## src/rtl/vga_pkg.sv

```systemverilog
// Shared VGA timing constants and cursor-scheduler types.
package vga_pkg;

  localparam int unsigned VGA_H_ACTIVE = 800;
  localparam int unsigned VGA_V_ACTIVE = 600;

  typedef enum logic {IDLE, PENDING} mouse_sched_state_t;

  function automatic logic [11:0] clamp12(input logic [11:0] v, input logic [11:0] lim);
    return (v > lim) ? lim : v;
  endfunction

endpackage

```

## src/rtl/mouse_pos_sched.sv

```systemverilog
// Cursor position scheduler: stages clamped updates and commits them at vblank
// start so the cursor never tears; auto-hides the cursor after idle frames.
module mouse_pos_sched
  import vga_pkg::*;
#(
  parameter int unsigned H_ACTIVE    = VGA_H_ACTIVE,
  parameter int unsigned V_ACTIVE    = VGA_V_ACTIVE,
  parameter int unsigned HIDE_FRAMES = 180
) (
  input  logic        clk40,
  input  logic        rst,
  input  logic        vblnk,
  input  logic        pos_valid,
  output logic        pos_ready,
  input  logic [11:0] xpos_in,
  input  logic [11:0] ypos_in,
  output logic [11:0] xpos,
  output logic [11:0] ypos,
  output logic        mouse_en,
  output logic        frame_tick
);

  localparam logic [11:0] X_MAX    = 12'(H_ACTIVE - 1);
  localparam logic [11:0] Y_MAX    = 12'(V_ACTIVE - 1);
  localparam logic [15:0] HIDE_MAX = 16'(HIDE_FRAMES);

  mouse_sched_state_t state, state_next;

  logic        vblnk_d;
  logic        rise;
  logic        transfer;
  logic [11:0] x_cl, y_cl;
  logic [11:0] st_x, st_y, st_x_next, st_y_next;
  logic        commit, changed;
  logic [11:0] cm_x, cm_y;
  logic [15:0] idle_cnt;
  logic [15:0] idle_inc;

  always_comb begin
    transfer   = pos_valid && pos_ready;
    rise       = vblnk && !vblnk_d;
    x_cl       = clamp12(xpos_in, X_MAX);
    y_cl       = clamp12(ypos_in, Y_MAX);
    state_next = state;
    st_x_next  = st_x;
    st_y_next  = st_y;
    commit     = 1'b0;
    cm_x       = st_x;
    cm_y       = st_y;

    // A transfer landing on the rise edge bypasses staging and commits directly.
    unique case (state)
      IDLE: begin
        if (transfer) begin
          if (rise) begin
            commit = 1'b1;
            cm_x   = x_cl;
            cm_y   = y_cl;
          end else begin
            st_x_next  = x_cl;
            st_y_next  = y_cl;
            state_next = PENDING;
          end
        end
      end
      PENDING: begin
        if (rise) begin
          commit     = 1'b1;
          state_next = IDLE;
          if (transfer) begin
            cm_x = x_cl;
            cm_y = y_cl;
          end
        end else if (transfer) begin
          st_x_next = x_cl;
          st_y_next = y_cl;
        end
      end
      default: state_next = IDLE;
    endcase

    changed  = commit && ((cm_x != xpos) || (cm_y != ypos));
    idle_inc = idle_cnt + 16'd1;
  end

  always_ff @(posedge clk40) begin
    if (rst) begin
      state      <= IDLE;
      vblnk_d    <= 1'b0;
      frame_tick <= 1'b0;
      pos_ready  <= 1'b0;
      st_x       <= '0;
      st_y       <= '0;
      xpos       <= '0;
      ypos       <= '0;
      mouse_en   <= 1'b0;
      idle_cnt   <= '0;
    end else begin
      state      <= state_next;
      vblnk_d    <= vblnk;
      frame_tick <= rise;
      pos_ready  <= 1'b1;
      st_x       <= st_x_next;
      st_y       <= st_y_next;
      if (changed) begin
        xpos     <= cm_x;
        ypos     <= cm_y;
        idle_cnt <= '0;
        mouse_en <= 1'b1;
      end else if (rise && (idle_cnt != HIDE_MAX)) begin
        // HIDE_MAX==0 keeps the counter at 0, so the cursor is never hidden.
        idle_cnt <= idle_inc;
        if (idle_inc == HIDE_MAX) mouse_en <= 1'b0;
      end
    end
  end

endmodule

```

## config.mk

```make
export PLATFORM = sky130hd
export DESIGN_NAME = mouse_pos_sched
export DESIGN_NICKNAME = d
export VERILOG_FILES = /design/src/rtl/vga_pkg.sv /design/src/rtl/mouse_pos_sched.sv
export SDC_FILE = /design/constraint.sdc
export NUM_CORES = 1
export LEC_CHECK = 0
export CAP_MARGIN = 10
export CORE_ASPECT_RATIO = 1.4
export CORE_MARGIN = 5
export CORE_UTILIZATION = 52
export CTS_BUF_LIST = sky130_fd_sc_hd__clkbuf_8
export CTS_CLUSTER_DIAMETER = 80
export DETAILED_ROUTE_END_ITERATION = 8
export GPL_TIMING_DRIVEN = 0
export PLACE_DENSITY = 0.76
export SLEW_MARGIN = 20
export SYNTH_ARGS = -nofsm -noshare
export SYNTH_HDL_FRONTEND = slang
export SYNTH_SLANG_ARGS = --single-unit
```

## constraint.sdc

```tcl
create_clock -name clk40 -period 2.6 [get_ports clk40]
set_input_delay 0.52 -clock clk40 [delete_from_list [all_inputs] [get_ports clk40]]
set_output_delay 0.52 -clock clk40 [all_outputs]
set_load 0.005 [all_outputs]
```

Word-level counts from Yosys, hierarchy flattened

Index checks and enable logic that the tools add are counted.

Register bits after elaboration: 69
Output and inout port bits: 27

Add/subtract/negate cells: 1
Magnitude comparators: 2
Eq/ne operators: 7
Muxes and demuxes: 30
Bitwise gates (word level): 1
Reduce and logical (&&, ||, !) cells: 11

Operators with widths:

| operator              | number |
|---|---|
| $mux 12               | 16 |
| $pmux 12 s2           | 4 |
| $gt 12x10->1 const B  | 2 |
| $ne 12x12->1          | 2 |
| $add 16x1->16 const B | 1 |
| $eq 16x8->1 const B   | 1 |
| $ne 16x8->1 const B   | 1 |
| $mux 1                | 8 |
| $ne 2x2->1 const B    | 3 |
| $logic_and 1x1->1     | 4 |
| $pmux 1 s2            | 2 |
| $reduce_bool 2->1     | 2 |
| $reduce_and 3->1      | 1 |
| $reduce_and 2->1      | 1 |
| $reduce_or 2->1       | 1 |
| $logic_not 1->1       | 1 |
| $logic_or 1x1->1      | 1 |
| $not 1->1             | 1 |

Longest topological paths before layout

Gate-level depths: netlist (run 1).

Word-level depth: 10
Depth in mapped cells: 11

Worst setup path before layout (run 1)

No wires, ideal clock.

Path type: input port to flip-flop
Start: input port ypos_in[10]
End: register ypos[11]
Arrival: 2.607 ns
Data required time: 2.538 ns
Path slack: -0.069 ns
Cell stages on the path: 8
Cell sequence: or4b_2 > xnor2_1 > a211oi_2 > o211ai_1 > or2_4 > buf_6 > or4_1 > nand3_1

Word-level cells in the longest chain between the ends: 8
Elaborated cells between the ends (all ways): 10
Those cells by class: order compare: 1; eq/ne: 1; mux: 6; reduce/logical: 2

Ends and longest elaborated chain:

| what                       | RTL line                                     | source |
|---|---|---|
| from (decl)                | mouse_pos_sched.sv:16                        | `input logic [11:0] ypos_in,` |
| $gt 12x10->1               | vga_pkg.sv:10                                | `return (v > lim) ? lim : v;` |
| $mux 12 *                  | vga_pkg.sv:10                                |  |
| $mux 12 (on tied branches) | mouse_pos_sched.sv:70, mouse_pos_sched.sv:55 |  |
| $mux 12 (on tied branches) | mouse_pos_sched.sv:67, mouse_pos_sched.sv:54 |  |
| $pmux 12 s2 *              | mouse_pos_sched.sv:52                        | `unique case (state)` |
| $ne 12x12->1               | mouse_pos_sched.sv:82                        | `changed = commit && ((cm_x != xpos) \|\| (cm_y != ypos));` |
| $logic_or 1x1->1           | mouse_pos_sched.sv:82                        |  |
| $logic_and 1x1->1          | mouse_pos_sched.sv:82                        |  |
| to (signal assigned)       | mouse_pos_sched.sv:107                       | `ypos <= cm_y;` |
| to (decl)                  | mouse_pos_sched.sv:18                        | `output logic [11:0] ypos,` |

Every way passes the cells marked *; elsewhere a longest branch is shown, timed or not.
A chain may end at the register's enable or synchronous reset.

Final worst setup path (run 1)

Start: register vblnk_d
End: register ypos[9]

Word-level cells in the longest chain between the ends: 8
Elaborated cells between the ends (all ways): 17
Those cells by class: eq/ne: 2; mux: 11; reduce/logical: 4

Ends and longest elaborated chain:

| what                   | RTL line               | source |
|---|---|---|
| from (decl)            | mouse_pos_sched.sv:29  | `logic vblnk_d;` |
| from (signal assigned) | mouse_pos_sched.sv:100 | `vblnk_d <= vblnk;` |
| $logic_not 1->1 *      | mouse_pos_sched.sv:41  | `rise = vblnk && !vblnk_d;` |
| $logic_and 1x1->1 *    | mouse_pos_sched.sv:41  |  |
| $mux 12                | mouse_pos_sched.sv:55  | `if (rise) begin` |
| $mux 12                | mouse_pos_sched.sv:54  | `if (transfer) begin` |
| $pmux 12 s2            | mouse_pos_sched.sv:52  |  |
| $ne 12x12->1           | mouse_pos_sched.sv:82  |  |
| $logic_or 1x1->1       | mouse_pos_sched.sv:82  |  |
| $logic_and 1x1->1      | mouse_pos_sched.sv:82  |  |

Marked as above.

==> results of run 1 <==
[registers in the layout, indices dropped and copies added, names as in the netlist, 12 cells and up]
register  flops
st_x         12
ypos         12
st_y         12
idle_cnt     16
xpos         12
[metrics by stage]
stage	power, mW	TNS, ns
3_3_place_gp	1.669	-31.17
2_1_floorplan	1.454	0
5_1_grt	2.868	-2.393
4_1_cts	2.719	-0.1205
3_5_place_dp	1.672	-30.33
6_report	2.779	-1.029
[power by group through the flow]
stage          Combinational (mW)  Clock, mW  Sequential [mW]
4_1_cts                     0.686      0.910             1.12
6_report                    0.746      0.906             1.13
3_3_place_gp                0.523          0             1.15
2_1_floorplan               0.316          0             1.14
3_5_place_dp                0.525          0             1.15
5_1_grt                     0.783      0.956             1.13
[cell families after synthesis]
kind of cell	Yosys count
buffers and inverters	62
adder cells (fa/ha/maj)	2
AND/OR/NAND/NOR	233
XOR/XNOR	26
multiplexers	7
flip-flops	69
AO/OA/AOI/OAI	136
[per-layer routing]
metal | global-route usage, % | vias up | routed length, um
met3 | 4.765 | 61 | 1109
met5 | 0 | - | 0
met1 | 33.82 | 2287 | 5659
met2 | 54.15 | 265 | 7837
met4 | 17.95 | 0 | 690
li1 | - | 2186 | -
[repair_timing]
item / in CTS / in global routing
setup buffers: 22 / 3
resized for setup: 99 / 32
pin swaps: 33 / 15
gates cloned: 5 / 0
endpoints found under the setup margin: 39 / 33
[worst min-delay path: cells and delay by family (launching register included)]
| kind | cells | cell delay, ns |
|---|---|---|
| AND/OR/NAND/NOR | 1 | 0.05 |
| flip-flops | 1 | 0.31 |
| AO/OA/AOI/OAI | 1 | 0.06 |
[worst min-delay path by stage]
stage	from	depth (start not counted)	end	slack, ns
finish	st_y[7]	2	st_y[7]	0.46
detailed placement	st_y[7]	2	st_y[7]	0.46
global placement	st_y[7]	2	st_y[7]	0.44
CTS	st_y[7]	2	st_y[7]	0.47
floorplan	st_y[7]	2	st_y[7]	0.44
global route	vblnk	2	vblnk_d	0.47
[layout make-up]
type | count | area, um2
Inverter | 25 | 93.84
Sequential cell | 69 | 1386
Buffer | 35 | 229.0
Multi-Input combinational cell | 404 | 2814
Tap cell | 100 | 125.1
Clock inverter | 2 | 33.78
Clock buffer | 12 | 165.2
Fill cell | 613 | 2143
Timing Repair Buffer | 83 | 807.0
[cells in the final DEF (no fill, tap or decap), types with 4 or more instances in the layout]
master           Yosys  routed
or4_4                0       7
nand2b_1             6       6
nand2_1             45      44
buf_4                0      22
and3_1               9       9
nor2b_1              4       4
nor2_1              50      48
a21oi_1             15      14
a31oi_1              4       4
dlygate4sd2_1        0      13
nor3_1              32      28
o21ai_1              3       7
xor2_1              17      17
nand3_2              0       4
nand4_1             12      12
a211oi_2             3       4
inv_1               25      26
clkbuf_2             0       6
clkbuf_8             0      16
o22ai_1              7       7
o21ai_0             28      23
or4_1               22      15
buf_6                4      10
a22oi_1              4       4
mux2i_1              7       4
a211oi_1            15      14
xnor2_1              9       8
a2bb2oi_1           19      18
buf_1                4       4
nand3_1             28      24
dfxtp_1             69      67
a221oi_1             5       4
clkdlybuf4s50_1      0      35
clkbuf_1            27      14
==> flow_metrics.tcl, run 1 <==
set metrics [dict create \
    place_ws_ns -0.9248 \
    clkSlewWorstSetupHoldPaths_ns 0.07 \
    syn_to_final_growth_pct 35.66 \
    path_delay_family "buffers and inverters" \
    drt.antenna.violating_nets 0 \
    synthAdderAreaFrac_pct 0.6004 \
    drt-pass1-iter-count 6 \
    p_per_area_mw_per_mm2 491.5 \
    ys.flop_type "dfxtp_1" \
    cts_tree "built" \
    post-dp-hpwl_mm 10.68 \
    critPathMaxFanout 10 \
    die_h_um 115.9 \
    drive_gt1_share_pct 19.37 \
    max_clock_freq_mhz 371.7 \
    leakagePower_nw 2.092 \
    status "finished with violations" \
    synthXorXnorAreaFrac_pct 5.464 \
    wl_per_cell_um 20.96 \
    synth.top_cell.area_share_pct 33.14 \
    initial_core_util_pct 53.45 \
    cp-start-kind "register" \
    reg2regPathDepth 12 \
    hp-class "register to register" \
    worstSetupEndpointType "register" \
    violations "setup timing" \
    muxShareOfSynthArea_pct 1.681 \
    grt_pass1_vias 4586 \
    worst_path_most_repeated_cell "buf_8" \
    yosysMostFrequentCell "dfxtp_1" \
    grt_pass1_wl_mm 23.34 \
    path_cells "and4b_2 > buf_8 > buf_8 > mux2i_1 > o22ai_1 > a211oi_2 > nand4_1 > buf_6 > clkbuf_8 > clkbuf_2 > o21ai_0 > nand3_2" \
    place_inst 688 \
    drv_cap 0 \
    syn-mean-instance-area_um2 7.790 \
    syn_nets 565 \
    ctsHoldBuffers 0 \
    io_buffers 53 \
    yosysSeqAreaShare_pct 33.14 \
    syn-cell-area_mm2 0.004168 \
    wl_mm 15.30 \
    die_area_mm2 0.009931 \
    gp_congestion 0.9613 \
    slew_headroom_pct 54.80 \
    p_seq_share_pct 40.5 \
    timing.hold.ws_ns 0.4644 \
    drtIter0Drc 609 \
    drc_errors 0 \
    placed_area_mm2 0.004827 \
    fin_ws_ns -0.09008 \
    ys_warn_count 0 \
    clkSinkCount 69 \
    synth-edff-count 0 \
    yosys.area.top_type "dfxtp_1" \
    crit_start "vblnk_d" \
    tightest_slew_ns 0.6780 \
    cellInternalPower_mw 1.924 \
    core_mm2 0.007797 \
    utilization_pct 72.51 \
    clock_power_share_pct 32.6 \
    maxSlewViolCount 0 \
    rsz0062_at_grt "true" \
    max_stage_delay_ns 0.35 \
    num_rows 38 \
    dr_total_vias 4799 \
    crit_required_ns 2.84 \
    ys_types 60 \
    comb_power_share_pct 26.9 \
    synth_top_family_by_area "simple AND/OR/NAND/NOR gates" \
    yosys.area_share.simple_pct 29.12 \
    clkLatencyLatePin_ns 0.36 \
    r2r-start "vblnk_d" \
    fin_nets 657 \
    yosys-top-cells-count "dfxtp_1 (69), nor2_1 (50), nand2_1 (45), nor3_1 (32)" \
    worstSetupPathDepth 12 \
    min_period_ns 2.690 \
    antenna_found_initial 0 \
    synth_cells 535 \
    grt_overflow 0 \
    grt_max_degree 11 \
    reg2reg_to "ypos[9]" \
    final_cells 730 \
    endpoint "ypos[9]" \
    track_usage_pct 30.36 \
    cp.arrival_ns 2.93 \
    clock_path_buffers 2 \
    crit_buf_inv 5 \
    power.switching_mw 0.8549 \
    viasPerCell 6.574 \
    cts_buffers 9 \
    synthTopCellsByArea "dfxtp_1 (33%), nor2_1 (4.5%), nand2_1 (4.1%)" \
    slowest_stage "and4b_2" \
    rrSetupSlack_ns -0.09 \
    ir_drop_uv 426.0 \
    post-route-period-util_pct 103.5 \
    htree_levels 3 \
    root_buffer "clkbuf_8" \
    finalClockSkew_ns 0.01081 \
    final_hold_viol_count 0 \
    num_antenna_cells 0 \
    synth_compound_area_share_pct 23.63 \
    ys_ff_latch 69 \
    die_x_um 85.67 \
    io_pins 55 \
    async_flop_share_pct 0 \
    p_sw_share_pct 30.76 \
    setup_viol 21 \
    design_area_mm2 0.005654 \
    worst-setup-path-type "register to register" \
]
(Power assumes the default switching activity.)
==> run 2, diff against run 1 <==
--- a/config.mk
+++ b/config.mk
@@ -7,13 +7,14 @@
 export LEC_CHECK = 0
 export CAP_MARGIN = 10
 export CORE_ASPECT_RATIO = 1.4
-export CORE_MARGIN = 5
+export CORE_MARGIN = 1
 export CORE_UTILIZATION = 52
 export CTS_BUF_LIST = sky130_fd_sc_hd__clkbuf_8
 export CTS_CLUSTER_DIAMETER = 80
 export DETAILED_ROUTE_END_ITERATION = 8
 export GPL_TIMING_DRIVEN = 0
 export PLACE_DENSITY = 0.76
+export RECOVER_POWER = 50
 export SLEW_MARGIN = 20
 export SYNTH_ARGS = -nofsm -noshare
 export SYNTH_HDL_FRONTEND = slang
==> run 2 against run 1 <==
Against the previous run: the flow still finishes with violations (setup timing); largest power group unchanged; clock skew increased by 0.0028 ns; non-clock buffer count down 5; global-route usage up 5.0 points; sequential power about the same; largest cell class unchanged; sequential cell count unchanged; fmax grew 0.72%; first-iteration DRC count down 21%; worst setup slack improved by 0.019 ns.
==> flow_metrics.tcl, run 2 (synthesis results as in run 1) <==
set metrics [dict create \
    io_buffers 53 \
    initial_core_util_pct 53.78 \
    final_cells 725 \
    grt_overflow 0 \
    syn_to_final_growth_pct 37.44 \
    max_stage_delay_ns 0.51 \
    drc_errors 0 \
    dr_total_vias 4815 \
    regMostFlops "idle_cnt" \
    max_clock_freq_mhz 374.4 \
    place_inst 688 \
    slew_headroom_pct 43.85 \
    die_h_um 107.9 \
    min_from "vblnk" \
    post-dp-hpwl_mm 10.48 \
    viasPerCell 6.641 \
    comb_power_share_pct 27.1 \
    drive_gt1_share_pct 21.92 \
    clkLatencyLatePin_ns 0.36 \
    cts_buffers 9 \
    violations "setup timing" \
    htree_levels 3 \
    track_usage_pct 35.41 \
    setup_viol 20 \
    post-route-period-util_pct 102.7 \
    clock_power_share_pct 32.9 \
    path_delay_family "simple AND/OR/NAND/NOR gates" \
    tightest_slew_ns 0.8392 \
    fin_ws_ns -0.07082 \
    hp-class "input port to register" \
    fillers 596 \
    maxSlewViolCount 0 \
    cts_tree "built" \
    slowest_stage "or4_1" \
    worst-setup-path-type "register to register" \
    cellInternalPower_mw 1.918 \
    num_antenna_cells 0 \
    final_hold_viol_count 0 \
    clock_path_buffers 2 \
    ir_drop_uv 317.6 \
    p_sw_share_pct 31.89 \
    die_x_um 77.67 \
    clkSlewWorstSetupHoldPaths_ns 0.08 \
    p_total_mw 2.816 \
    status "finished with violations" \
    fin_nets 652 \
    critPathMaxFanout 10 \
    r2r-start "vblnk_d" \
    min_period_ns 2.671 \
    die_area_mm2 0.008382 \
    gp_congestion 0.9374 \
    grt_pass1_wl_mm 22.51 \
    leakagePower_nw 2.117 \
    final_cell_mix "dfxtp_1 (67), nor2_1 (50), nand2_1 (44), clkdlybuf4s50_1 (35), nor3_1 (27)" \
    wl_per_cell_um 21.78 \
    place_ws_ns -0.9559 \
    timing.hold.ws_ns 0.4658 \
    clkSinkCount 69 \
    worst_path_most_repeated_cell "buf_6" \
    p_seq_share_pct 40.1 \
    drtIter0Drc 481 \
    crit_buf_inv 5 \
    cp.arrival_ns 2.98 \
    worstSetupEndpointType "register" \
    largest_reg_flops 16 \
    rsz0062_at_grt "true" \
    num_rows 38 \
    final_common_cell "dfxtp_1" \
    path_cells "and4b_1 > buf_8 > buf_8 > buf_6 > and3_4 > a21oi_2 > a211oi_2 > nand4_1 > buf_6 > buf_6 > or4_1 > nand3_1" \
    grt_pass1_vias 4526 \
    core_mm2 0.007750 \
    drv_cap 0 \
    drt-pass1-iter-count 7 \
    io_pins 55 \
    wl_mm 15.79 \
    crit_required_ns 2.91 \
    cp-start-kind "register" \
    drt.antenna.violating_nets 0 \
    finalClockSkew_ns 0.01363 \
    crit_start "vblnk_d" \
    p_per_area_mw_per_mm2 491.7 \
    root_buffer "clkbuf_8" \
    grt_max_degree 11 \
    antenna_found_initial 0 \
    power.switching_mw 0.8982 \
]
-- run 2: final timing paths --
path | cells past startpoint | slack [ns] | endpoint
worst max-delay path | 12 | -0.07 | ypos[9]
worst max register to register | 12 | -0.07 | ypos[9]
worst min-delay path | 2 | 0.47 | vblnk_d
worst min register to register | 2 | 0.49 | mouse_en
-- run 2: worst register-to-register path, stage by stage (launching register included) --
cell      delay, ns
dfxtp_2        0.33
and4b_1        0.28
buf_8          0.15
buf_8          0.14
buf_6          0.10
and3_4         0.18
a21oi_2        0.05
a211oi_2       0.32
nand4_1        0.18
buf_6          0.18
buf_6          0.13
or4_1          0.51
nand3_1        0.09
-- run 2: layout make-up --
type	instances	area (um2)	share of cell area, %
multi-input combinational	404	2952	51.53
tap	100	125.1	2.184
clock inverter	2	33.78	0.5898
inverter	25	93.84	1.638
clock buffer	12	165.2	2.883
timing repair buffer	77	734.5	12.82
buffer	36	237.7	4.150
sequential	69	1386	24.20
-- run 2: power groups by stage --
stage	registers, mW	logic (mW)	clock network, mW
2_1_floorplan	1.14	0.316	0
3_3_place_gp	1.15	0.522	0
3_5_place_dp	1.15	0.526	0
4_1_cts	1.12	0.604	0.925
5_1_grt	1.13	0.795	0.975
6_report	1.13	0.762	0.926
-- run 2: through the flow --
stage | setup TNS [ns] | utilization (%) | cell area [um2]
floorplan | 0 | - | 4172
global placement | -30.91 | 62.29 | 4827
detailed placement | -30.27 | 62.29 | 4827
CTS | -0.007625 | 68.68 | 5323
global route | -1.708 | 73.91 | 5728
finish | -0.6867 | 73.91 | 5728
-- run 2: what timing repair did --
item                                    4_1_cts  5_1_grt
setup buffers                                 7       13
hold endpoints to repair                      0        0
hold buffers                                  0        0
gates cloned                                  1        3
endpoints found under the setup margin       39       32
pin swaps                                    16       34
gates resized for setup                      92       89
-- run 2: per-layer routing --
layer  GRT usage [%]  part of all wire, %  vias up
met5               0                    0        -
met4           24.53                  5.8        0
met3           5.738                  6.5       76
met2           62.71                   50      263
met1           38.39                   37     2307
li1                -                    -     2169
==> run 3, diff against run 2 <==
--- a/config.mk
+++ b/config.mk
@@ -5,15 +5,16 @@
 export SDC_FILE = /design/constraint.sdc
 export NUM_CORES = 1
 export LEC_CHECK = 0
+export ABC_AREA = 1
 export CAP_MARGIN = 10
 export CORE_ASPECT_RATIO = 1.4
 export CORE_MARGIN = 1
-export CORE_UTILIZATION = 52
+export CORE_UTILIZATION = 51
 export CTS_BUF_LIST = sky130_fd_sc_hd__clkbuf_8
 export CTS_CLUSTER_DIAMETER = 80
 export DETAILED_ROUTE_END_ITERATION = 8
 export GPL_TIMING_DRIVEN = 0
-export PLACE_DENSITY = 0.76
+export PLACE_DENSITY = 0.75
 export RECOVER_POWER = 50
 export SLEW_MARGIN = 20
 export SYNTH_ARGS = -nofsm -noshare
==> run 3 against run 2 <==
Against the previous run: the run now ends clean; wire length decreased by 30%; worst setup slack gained 0.20 ns; sequential cell count is the same; final cell count up 7.9%; power fell by 10%; design area fell by 13%; worst hold slack worse by 0.017 ns.
==> flow_metrics.tcl, run 3 <==
set metrics [dict create \
    synthTopCellsByArea "dfxtp_1 (35%), nand2_1 (14%), nor2_1 (7.1%)" \
    cp.arrival_ns 2.77 \
    ys_types 32 \
    synth_compound_area_share_pct 11.63 \
    final_cells 782 \
    fillers 667 \
    ys_ff_latch 69 \
    gp_congestion 0.9224 \
    setup_viol 0 \
    status "complete, no violations" \
    post-route-period-util_pct 94.88 \
    placed_area_mm2 0.004556 \
    cts_tree "built" \
    wl_mm 11.11 \
    final_cell_mix "nand2_1 (141), inv_1 (69), dfxtp_1 (69), nor2_1 (67), nand3_1 (54)" \
    ir_drop_uv 293.0 \
    yosysMostFrequentCell "nand2_1" \
    synth.top_cell.area_share_pct 35.48 \
    io_pins 55 \
    yosys-top-cells-count "nand2_1 (144), nor2_1 (74), dfxtp_1 (69), inv_1 (68), nand3_1 (55)" \
    synth-edff-count 0 \
    slowest_stage "clkdlybuf4s50_1" \
    syn-mean-instance-area_um2 6.447 \
    max_stage_delay_ns 0.53 \
    yosys.area_share.simple_pct 38.66 \
    grt_max_degree 12 \
    timing.hold.ws_ns 0.4483 \
    min_period_ns 2.467 \
    maxSlewViolCount 0 \
    io_buffers 54 \
    drt.antenna.violating_nets 0 \
    crit_required_ns 2.90 \
    clock_path_buffers 2 \
    regMostFlops "idle_cnt" \
    initial_core_util_pct 52.90 \
    slew_headroom_pct 46.87 \
    num_rows 37 \
    syn-cell-area_mm2 0.003894 \
    design_area_mm2 0.005007 \
    worst-setup-path-type "input port to register" \
    viasPerCell 5.267 \
    fin_setup_tns_ns 0 \
    largest_reg_flops 16 \
    cp-start-kind "input port" \
    track_usage_pct 29.33 \
    final_common_cell "nand2_1" \
    synth_top_family_by_area "simple AND/OR/NAND/NOR gates" \
    syn_to_final_growth_pct 28.60 \
    antenna_found_initial 0 \
    place_ws_ns -0.5524 \
    path_cells "clkdlybuf4s50_1 > nand2_1 > nand2_1 > nand2_1 > nand2_1 > nand2_4 > buf_4 > nand3_1 > nand2_1 > nand2_1 > nand2_1 > nor2_1 > nand3_2 > nor2_4 > nand2_4 > nand2_4 > nand2_8 > clkbuf_16 > nor2_2" \
    path_delay_family "simple AND/OR/NAND/NOR gates" \
    critPathMaxFanout 8 \
    die_x_um 75.85 \
    clkSlewWorstSetupHoldPaths_ns 0.07 \
    tightest_slew_ns 0.7940 \
    grt_pass1_vias 3790 \
    yosys.area.top_type "dfxtp_1" \
    synth_cells 604 \
    p_total_mw 2.534 \
    worstSetupEndpointType "register" \
    crit_buf_inv 3 \
    syn_nets 634 \
    wl_per_cell_um 14.21 \
    grt_pass1_wl_mm 17.38 \
    drt-pass1-iter-count 5 \
    fin_nets 710 \
    drv_cap 0 \
    drive_gt1_share_pct 11.09 \
    leakagePower_nw 2.274 \
    fin_ws_ns 0.1332 \
    place_inst 755 \
    die_h_um 105.4 \
    worst_path_most_repeated_cell "nand2_1" \
    ys.flop_type "dfxtp_1" \
    clkLatencyLatePin_ns 0.36 \
    grt_overflow 0 \
    max_clock_freq_mhz 405.4 \
    final_hold_viol_count 0 \
    utilization_pct 68.03 \
    hp-class "register to register" \
    async_flop_share_pct 0 \
    synthXorXnorAreaFrac_pct 3.149 \
    ctsHoldBuffers 0 \
    dr_total_vias 4119 \
    yosysSeqAreaShare_pct 35.48 \
    root_buffer "clkbuf_8" \
    synthAdderAreaFrac_pct 0.6427 \
    die_area_mm2 0.007993 \
    finalClockSkew_ns 0.007799 \
    muxShareOfSynthArea_pct 0 \
    drtIter0Drc 255 \
    post-dp-hpwl_mm 8.012 \
    core_mm2 0.007361 \
    drc_errors 0 \
    clkSinkCount 69 \
    htree_levels 3 \
    p_per_area_mw_per_mm2 506.0 \
    ys_warn_count 0 \
    num_antenna_cells 0 \
    cts_buffers 9 \
]
==> run 3: timing repair <==
action / in CTS / in global routing
resized for setup: 10 / 37
setup endpoints to repair: 34 / 41
pin swaps: 1 / 12
gates cloned: 0 / 1
buffers inserted: 2 / 8
==> run 3: logic make-up (layout without fill, tap and decap cells) <==
group | after synthesis | after routing
simple gates | 336 | 336
buf+inv | 99 | 180
compound gates | 84 | 84
flops | 69 | 69
xor+xnor | 14 | 14
fa+ha+maj | 2 | 2
==> run 3: path summary, 6_finish.rpt <==
kind | cells after the start | to | slack (ns) | start
worst min register to register | 2 | st_y[11] | 0.45 | st_y[11]
worst max-delay path | 19 | idle_cnt[9] | 0.13 | ypos_in[3]
worst max register to register | 17 | idle_cnt[9] | 0.29 | vblnk_d
worst min-delay path | 2 | st_y[11] | 0.45 | st_y[11]
==> run 3: cell type report <==
cell class	instances	area, um2	area share [%]
Multi-Input combinational cell	436	2178	43.50
Sequential cell	69	1381	27.59
Timing Repair Buffer	65	671.9	13.42
Inverter	74	277.8	5.547
Buffer	25	185.2	3.698
Clock buffer	10	137.6	2.749
Tap cell	97	121.4	2.424
Clock inverter	6	53.80	1.074
==> run 3: worst register-to-register path: cells and delay by family (launching register included) <==
kind	cells	cell delay [ns]
simple gates	14	1.51
flops	1	0.38
buf+inv	3	0.37
==> run 3: where the power goes <==
group          total, mW  switching [mW]  internal [mW]
clock              0.877           0.419          0.459
sequential          1.15          0.0426           1.11
combinational      0.501           0.279          0.222
==> run 3: routing by layer <==
| metal | track usage (%) | up-vias | part of all wire (%) |
|---|---|---|---|
| li1 | - | 2086 | - |
| met1 | 32.95 | 1872 | 40 |
| met2 | 50.51 | 134 | 51 |
| met3 | 6.119 | 27 | 5.5 |
| met4 | 14.42 | 0 | 3.3 |
| met5 | 0 | - | 0 |
